[src/rtl/paralelo_serial_tx.sv]
// rtl/paralelo_serial_tx.sv - 9-bit word to 2-bit serial converter with COM fill
// Optional COM training burst after reset is enabled by defining PS_TX_TRAINING_EN.
module paralelo_serial_tx #(
    parameter logic [7:0] COM        = 8'hBC,
    parameter int         TRAIN_SYMS = 4
) (
    input  logic       clk_16,
    input  logic       reset,
    input  logic [8:0] data_in,
    output logic [1:0] serial,
    output logic       load,
    output logic       tx_active
);

    typedef enum logic {S_TRAIN, S_DATA} state_t;

    if (TRAIN_SYMS < 0 || TRAIN_SYMS > 255) begin : g_bad_train_syms
        $error("TRAIN_SYMS must be in 0..255");
    end

    logic [1:0] r_ph;
    logic [7:0] r_sym;
    logic [7:0] w_sel;
    state_t     w_state;
    state_t     w_state_next;

`ifdef PS_TX_TRAINING_EN
    localparam state_t     RST_STATE  = (TRAIN_SYMS == 0) ? S_DATA : S_TRAIN;
    localparam logic [7:0] TRAIN_LAST = 8'((TRAIN_SYMS == 0) ? 0 : TRAIN_SYMS - 1);

    state_t     r_state;
    logic [7:0] r_train_cnt;
    logic [7:0] w_train_cnt_next;

    always_ff @(posedge clk_16 or negedge reset) begin
        if (!reset) begin
            r_state     <= RST_STATE;
            r_train_cnt <= 8'h00;
        end else begin
            r_state     <= w_state_next;
            r_train_cnt <= w_train_cnt_next;
        end
    end

    assign w_state = r_state;

    always_comb begin
        w_state_next     = r_state;
        w_train_cnt_next = r_train_cnt;
        if (r_state == S_TRAIN && r_ph == 2'd0) begin
            w_train_cnt_next = r_train_cnt + 8'd1;
            if (r_train_cnt == TRAIN_LAST) begin
                w_state_next = S_DATA;
            end
        end
    end
`else
    assign w_state      = S_DATA;
    assign w_state_next = S_DATA;
`endif

    // Invalid words and training slots both become COM so the link never idles.
    always_comb begin
        w_sel = COM;
        load  = (w_state == S_DATA) && (r_ph == 2'd0);
        if (w_state == S_DATA && data_in[8]) begin
            w_sel = data_in[7:0];
        end
    end

    always_ff @(posedge clk_16 or negedge reset) begin
        if (!reset) begin
            r_ph      <= 2'd0;
            r_sym     <= 8'h00;
            serial    <= 2'b00;
            tx_active <= 1'b0;
        end else begin
            r_ph      <= r_ph + 2'd1;
            tx_active <= (w_state_next == S_DATA);
            case (r_ph)
                2'd0: begin
                    r_sym  <= w_sel;
                    serial <= w_sel[7:6];
                end
                2'd1:    serial <= r_sym[5:4];
                2'd2:    serial <= r_sym[3:2];
                default: serial <= r_sym[1:0];
            endcase
        end
    end

endmodule

[config.mk]
export PLATFORM = sky130hd
export DESIGN_NAME = paralelo_serial_tx
export DESIGN_NICKNAME = d
export VERILOG_FILES = /design/src/rtl/paralelo_serial_tx.sv
export SDC_FILE = /design/constraint.sdc
export NUM_CORES = 1
export LEC_CHECK = 0
export BUFFER_PORTS_ARGS = -buffer_cell sky130_fd_sc_hd__buf_2
export CAP_MARGIN = 20
export CORE_AREA = 4 4 41 43
export CTS_CLUSTER_SIZE = 20
export DETAILED_ROUTE_END_ITERATION = 12
export DIE_AREA = 0 0 45 47
export GPL_ROUTABILITY_DRIVEN = 0
export MAX_ROUTING_LAYER = met4
export PLACE_DENSITY = 0.62
export SLEW_MARGIN = 20
export SYNTH_ARGS = -nofsm -noshare
export SYNTH_HDL_FRONTEND = slang
export SYNTH_SLANG_ARGS = --single-unit
[constraint.sdc]
create_clock -name clk_16 -period 1.7 [get_ports clk_16]
set_clock_uncertainty 0.1 [all_clocks]
set_input_delay 0.34 -clock clk_16 [delete_from_list [all_inputs] [get_ports clk_16]]
set_output_delay 0.34 -clock clk_16 [all_outputs]
set_load 0.02 [all_outputs]
==> results of run 1 <==
-- per-stage QoR --
stage	worst slack [ns]	util	hold WS [ns]	std cells
3_5_place_dp	0.221	0.424	0.123	65
2_1_floorplan	0.269	-	-0.0556	36
3_3_place_gp	0.263	0.424	0.117	65
5_1_grt	0.00542	0.462	0.173	70
4_1_cts	0.00572	0.454	0.181	70
6_report	0.107	0.462	0.188	70
-- timing repair --
action / CTS / global route
endpoints found under the hold margin: 11 / 0
setup endpoints to repair: 1 / 1
resized for setup: 1 / 2
hold buffers: 1 / 0
-- placed cells by master (no fill, tap or decap), drive strengths merged --
cell         synthesis  routed
o22a                 4       4
mux2i                1       1
clkbuf               0       4
dfrtp               11      11
dlygate4sd3          0       1
nand3                3       3
buf                  1      15
a22oi                1       1
inv                  4       4
nand2b               1       1
a221oi               1       1
ha                   4       4
nand2                1       1
conb                 1       1
o21ai                2       2
a222oi               1       1
-- cell usage after synthesis --
master    number
nand2b_1       1
nand3_1        3
o22a_2         4
ha_1           4
o21ai_0        2
a221oi_1       1
dfrtp_1       11
mux2i_1        1
nand2_1        1
a222oi_1       1
buf_6          1
a22oi_1        1
inv_1          4
conb_1         1
-- final cells by class --
type | instances | area [µm²] | area share
Inverter | 4 | 15.0 | 0.0250
Tap cell | 15 | 18.8 | 0.0313
Timing Repair Buffer | 16 | 87.6 | 0.146
Multi-Input combinational cell | 20 | 178 | 0.296
Sequential cell | 11 | 275 | 0.458
Clock buffer | 4 | 26.3 | 0.0438
-- critical path, delay by kind of cell, from the launching register on --
family,cells,cell delay (ns)
adder cells (fa/ha/maj),1,0.20
flip-flops,1,0.39
buffers and inverters,2,0.29
-- kinds of logic (layout without fill, tap and decap cells) --
kind of cell    after synthesis  count (layout)  share of synthesized area
compound gates                9               9                      0.164
fa+ha+maj                     4               4                      0.107
buf+inv                       5              24                     0.0563
flops                        11              11                      0.590
mux                           1               1                     0.0214
other cells                   1               1                    0.00804
simple gates                  5               5                     0.0536
-- registers in the layout, summed over array words and instances (netlist names) --
signal     count
tx_active      1
r_sym          6
r_ph           2
serial         2
-- final timing paths --
check                                 from         to  cells past startpoint
worst min-delay path            data_in[2]   r_sym[2]                      2
worst max-delay path               r_ph[1]       load                      3
worst min register to register    r_sym[2]   r_sym[2]                      1
min in group asynchronous            reset   r_sym[0]                      2
worst max register to register     r_ph[1]  serial[1]                      4
max in group asynchronous            reset   r_sym[5]                      2
-- power by group --
group | internal [mW] | switching [mW]
Combinational | 0.0206 | 0.0201
Sequential | 0.272 | 0.00459
Clock | 0.0908 | 0.0823
-- layer usage --
layer  vias to the layer above  GRT usage  part of all wire  routed length (µm)
met2                        14      0.169              0.47                 438
met1                       154      0.121              0.42                 389
met4                         0     0.0526            0.0065                   6
li1                        165          -                 -                   -
met3                         2     0.0728              0.10                  94
met5                         -          -                 0                   0
==> metrics.txt, run 1 <==
Critical Path Fanout Max=8; die width=between 40 and 50 µm; min-delay worst type=in -> reg; status=completed; first-pass GRT wire length=roughly 1.6 mm; syn_area_per_cell=about 13 µm²; Distinct cells, synth=14; CTS max path bufs=2; Final period util=0.937; antenna violations before repair=0; vias=roughly 340; CP arrival=1.15 ns; max_cap viols=0; slowest CP cell=dfrtp_1; GRT Resource Usage Total=0.115; final hold violation count=0; row count=13; vias in the first global route=~370; Clock Latency Late Sink=0.26 ns; wire per inst=~13 µm; antenna viol nets, final=0; GRT overflow=0; Highest Clock Rate=approximately 630 MHz; CTS H-tree lvls=1; Crit. End Element=output pin; Overall Power=about 0.5 mW; cell area power density=slightly above 800 nW/µm²; Clock Pin Slew Worst Setup and Hold Paths=approximately 0.06 ns; Ports=15; Initial Utilization=0.359; pin count of the biggest net entering global routing=12; final setup fails=0; final net count=slightly above 70; P_leak=roughly 0.28 nW; port bufs=14; type of origin of the critical path=register; postcts setup bufs=0; antenna cells=0; top cells by area, synth=dfrtp_1 (59%), ha_1 (11%), o22a_2 (8.6%), nand3_1 (3.2%), inv_1 (3.2%); Post-DP Area=552 µm²; DRT iter0 DRCs=7; critical path class=reg -> out; Synth top area share=0.590; Pre-antenna DRT Iters=4; Synth Cell Area=~470 µm²; Seq cells post-synth=11; drt via density=around 4.8; area leader, netlist=dfrtp_1; Yosys warning count=0; maximum vdd drop=between 0.0004 and 0.0005 V; die area=about 2100 µm²; reg2reg setup slack=between 0.3 and 0.4 ns; Fin Setup TNS=0 ns; Die Span Y=roughly 47 µm; CTS Buf Count=3; fraction of layout cells with a size suffix above 1=0.436; Layout area overhead=28.7%; slowest stage delay, CP=approximately 0.39 ns; Syn Inst Count=36; post-synthesis sequential area ratio=0.590; RSZ-0062 raised after global routing=false; Core ar.=1300 µm²; syn_nets=a little over 50; DRC errors left=0; CTS tree=yes; WL final=just over 900 µm; Sink Count=11; final count of pins violating max slew=0; Filler cells=142; root buf cell=clkbuf_4; Cell Chain, Critical Path=inv_1 -> ha_4 -> buf_2; HPWL Detailed=roughly 650 µm; Finished Cell Area=about 600 µm²; Critical Path RT=1.26 ns; post-route minimum period=about 1.6 ns
Power figures use the tool's default switching activity.
==> inputs of run 2 (changes only) <==
--- a/config.mk
+++ b/config.mk
@@ -6,14 +6,14 @@
 export NUM_CORES = 1
 export LEC_CHECK = 0
 export BUFFER_PORTS_ARGS = -buffer_cell sky130_fd_sc_hd__buf_2
-export CAP_MARGIN = 20
 export CORE_AREA = 4 4 41 43
 export CTS_CLUSTER_SIZE = 20
 export DETAILED_ROUTE_END_ITERATION = 12
 export DIE_AREA = 0 0 45 47
 export GPL_ROUTABILITY_DRIVEN = 0
 export MAX_ROUTING_LAYER = met4
-export PLACE_DENSITY = 0.62
+export PLACE_DENSITY_LB_ADDON = 0.25
+export RECOVER_POWER = 25
 export SLEW_MARGIN = 20
 export SYNTH_ARGS = -nofsm -noshare
 export SYNTH_HDL_FRONTEND = slang
==> metrics.txt, run 2 (synthesis gave the netlist of run 1 again) <==
status=completed (unchanged); antenna violations before repair=0 (unchanged); postcts setup bufs=0 (unchanged); Layout area overhead=28.4% (was 28.7%); net switching power of the design=0.106 mW (was 0.107 mW); dpl cells=65 (unchanged); Final period util=0.939 (was 0.937); DRC errors left=0 (unchanged); Flop pwr share=0.565 (was 0.564); CTS Buf Count=3 (unchanged); Clock Latency Late Sink=0.27 ns (was 0.26 ns); WHS Path Cells=2 (unchanged); critical path class=reg -> out (unchanged); Die Span Y=47 µm (unchanged); Rel. slew slack=0.602; GRT overflow=0 (unchanged); sw frac=0.216 (was 0.218); maximum vdd drop=0.000574 V (was 0.000423 V); row count=13 (unchanged); min-delay worst type=in -> reg (unchanged); Crit. End Element=output pin (unchanged); type of origin of the critical path=register (unchanged); reg2reg setup slack=0.38 ns (was 0.34 ns); Worst Setup SP=r_ph[0] (was r_ph[1]); Ports=15 (unchanged); actual slew at the worst max-slew pin=0.597 ns; largest register by flop count=r_sym (unchanged); Post-DP Area=552 µm² (unchanged); CTS max path bufs=2 (unchanged); Overall Power=0.489 mW (was 0.491 mW); final net count=71 (unchanged); vias in the first global route=363 (was 373); antenna cells=0 (unchanged); Worst setup endpoint=load (unchanged); HPWL Detailed=606 µm (was 645 µm); wire per inst=12.0 µm (was 13.3 µm); fraction of layout cells with a size suffix above 1=0.418 (was 0.436); worst slack at placement=0.176 ns (was 0.221 ns); Crit Reg-Reg Startpoint=r_ph[1] (unchanged); final count of pins violating max slew=0 (unchanged); CTS H-tree lvls=1 (unchanged); first-pass GRT wire length=1.55 mm (was 1.57 mm); RR Endpoint=serial[1] (unchanged); GR peak layer=met2 (unchanged); max_cap viols=0 (unchanged); hold_sp=data_in[2] (unchanged); GRT Resource Usage Total=0.112 (was 0.115); drt via density=4.81 (was 4.79); Highest Clock Rate=626 MHz (was 628 MHz); met1 GRT Util=0.120 (was 0.121); final hold violation count=0 (unchanged); vias=337 (was 335); antenna viol nets, final=0 (unchanged); met3 Usage GRT=0.0728 (unchanged); post-route minimum period=1.60 ns (was 1.59 ns); Largest regs=r_sym: 6 flops, r_ph: 2 flops, serial: 2 flops (unchanged); Setup WS post-layout=0.104 ns (was 0.107 ns); Initial Utilization=0.359 (unchanged); P_leak=0.276 nW (was 0.279 nW); highest-count cells in the layout ignoring fill and taps=buf_2 (13), dfrtp_1 (11), o22a_2 (4) (was buf_2 (14), dfrtp_1 (11), o22a_2 (4)); Critical Path RT=1.26 ns (about the same); CTS tree=yes (unchanged); final setup fails=0 (unchanged); port bufs=14 (unchanged); DRT iter0 DRCs=6 (was 7); Pre-antenna DRT Iters=4 (unchanged); pin count of the biggest net entering global routing=12 (unchanged); Clk pwr share=0.353 (about the same); r2r worst-path depth=4 (unchanged); Largest register FFs=6 (unchanged); Fin Setup TNS=0 ns (unchanged); Fin Hold WS=0.186 ns (was 0.188 ns); met2 Use GR=0.161 (was 0.169); Clock Pin Slew Worst Setup and Hold Paths=0.06 ns (about the same); final core occ=0.461 (was 0.462); Finished Cell Area=599 µm² (was 601 µm²); RSZ-0062 raised after global routing=false (unchanged); root buf cell=clkbuf_4 (unchanged); CP arrival=1.16 ns (was 1.15 ns); Critical Path Fanout Max=10 (was 8); Filler cells=133 (was 142); die area=2120 µm² (unchanged); die width=45 µm (unchanged); Internal Pwr Total=0.384 mW (about the same); Sink Count=11 (unchanged); commonest non-fill, non-tap cell in the layout=buf_2 (unchanged); Combinational Power Share=0.082 (was 0.083); Finished Layout Cells=70 (unchanged); WL final=843 µm (was 928 µm); cell area power density=816 nW/µm² (was 817 nW/µm²); Core ar.=1300 µm² (unchanged)
-- run 2: cell types whose count changed in the layout (fill, tap and decap cells not counted) --
cell	change
clkbuf_1	+1
buf_2	-1
-- run 2: area by class of cell --
type                            count  area, µm²  share of cell area
Timing Repair Buffer               16       86.3               0.144
Clock buffer                        4       26.3              0.0438
Sequential cell                    11        275               0.459
Multi-Input combinational cell     20        178               0.296
Tap cell                           15       18.8              0.0313
Inverter                            4       15.0              0.0251
-- run 2: worst min-delay path by stage --
stage / end / slack, ns
3_5_place_dp: serial[1] / 0.12
4_1_cts: r_sym[2] / 0.18
2_1_floorplan: r_ph[0] / -0.06
5_1_grt: r_sym[2] / 0.16
6_report: r_sym[2] / 0.19
3_3_place_gp: serial[1] / 0.12
-- run 2: what timing repair did --
| item | 4_1_cts | 5_1_grt |
|---|---|---|
| setup endpoints to repair | 1 | 1 |
| hold buffers | 1 | 0 |
| resized for setup | 2 | 1 |
| pin swaps | 0 | 0 |
| endpoints found under the hold margin | 11 | 0 |
-- run 2: power by group through the flow --
stage | logic [mW] | clock network [mW] | registers, mW
2_1_floorplan | 0.0118 | 0 | 0.286
3_3_place_gp | 0.0392 | 0 | 0.282
3_5_place_dp | 0.0393 | 0 | 0.281
4_1_cts | 0.0413 | 0.182 | 0.276
5_1_grt | 0.0464 | 0.196 | 0.277
6_report | 0.0403 | 0.172 | 0.276
-- run 2: critical path: stages (launching register included) --
cell	delay, ns
dfrtp_1	0.41
inv_2	0.10
ha_4	0.20
buf_2	0.18
-- run 2: metal layers --
layer  up-vias  share of wire
met5         -              0
met4         0          0.023
met3         4           0.12
met2        14           0.42
met1       156           0.44
li1        163              -
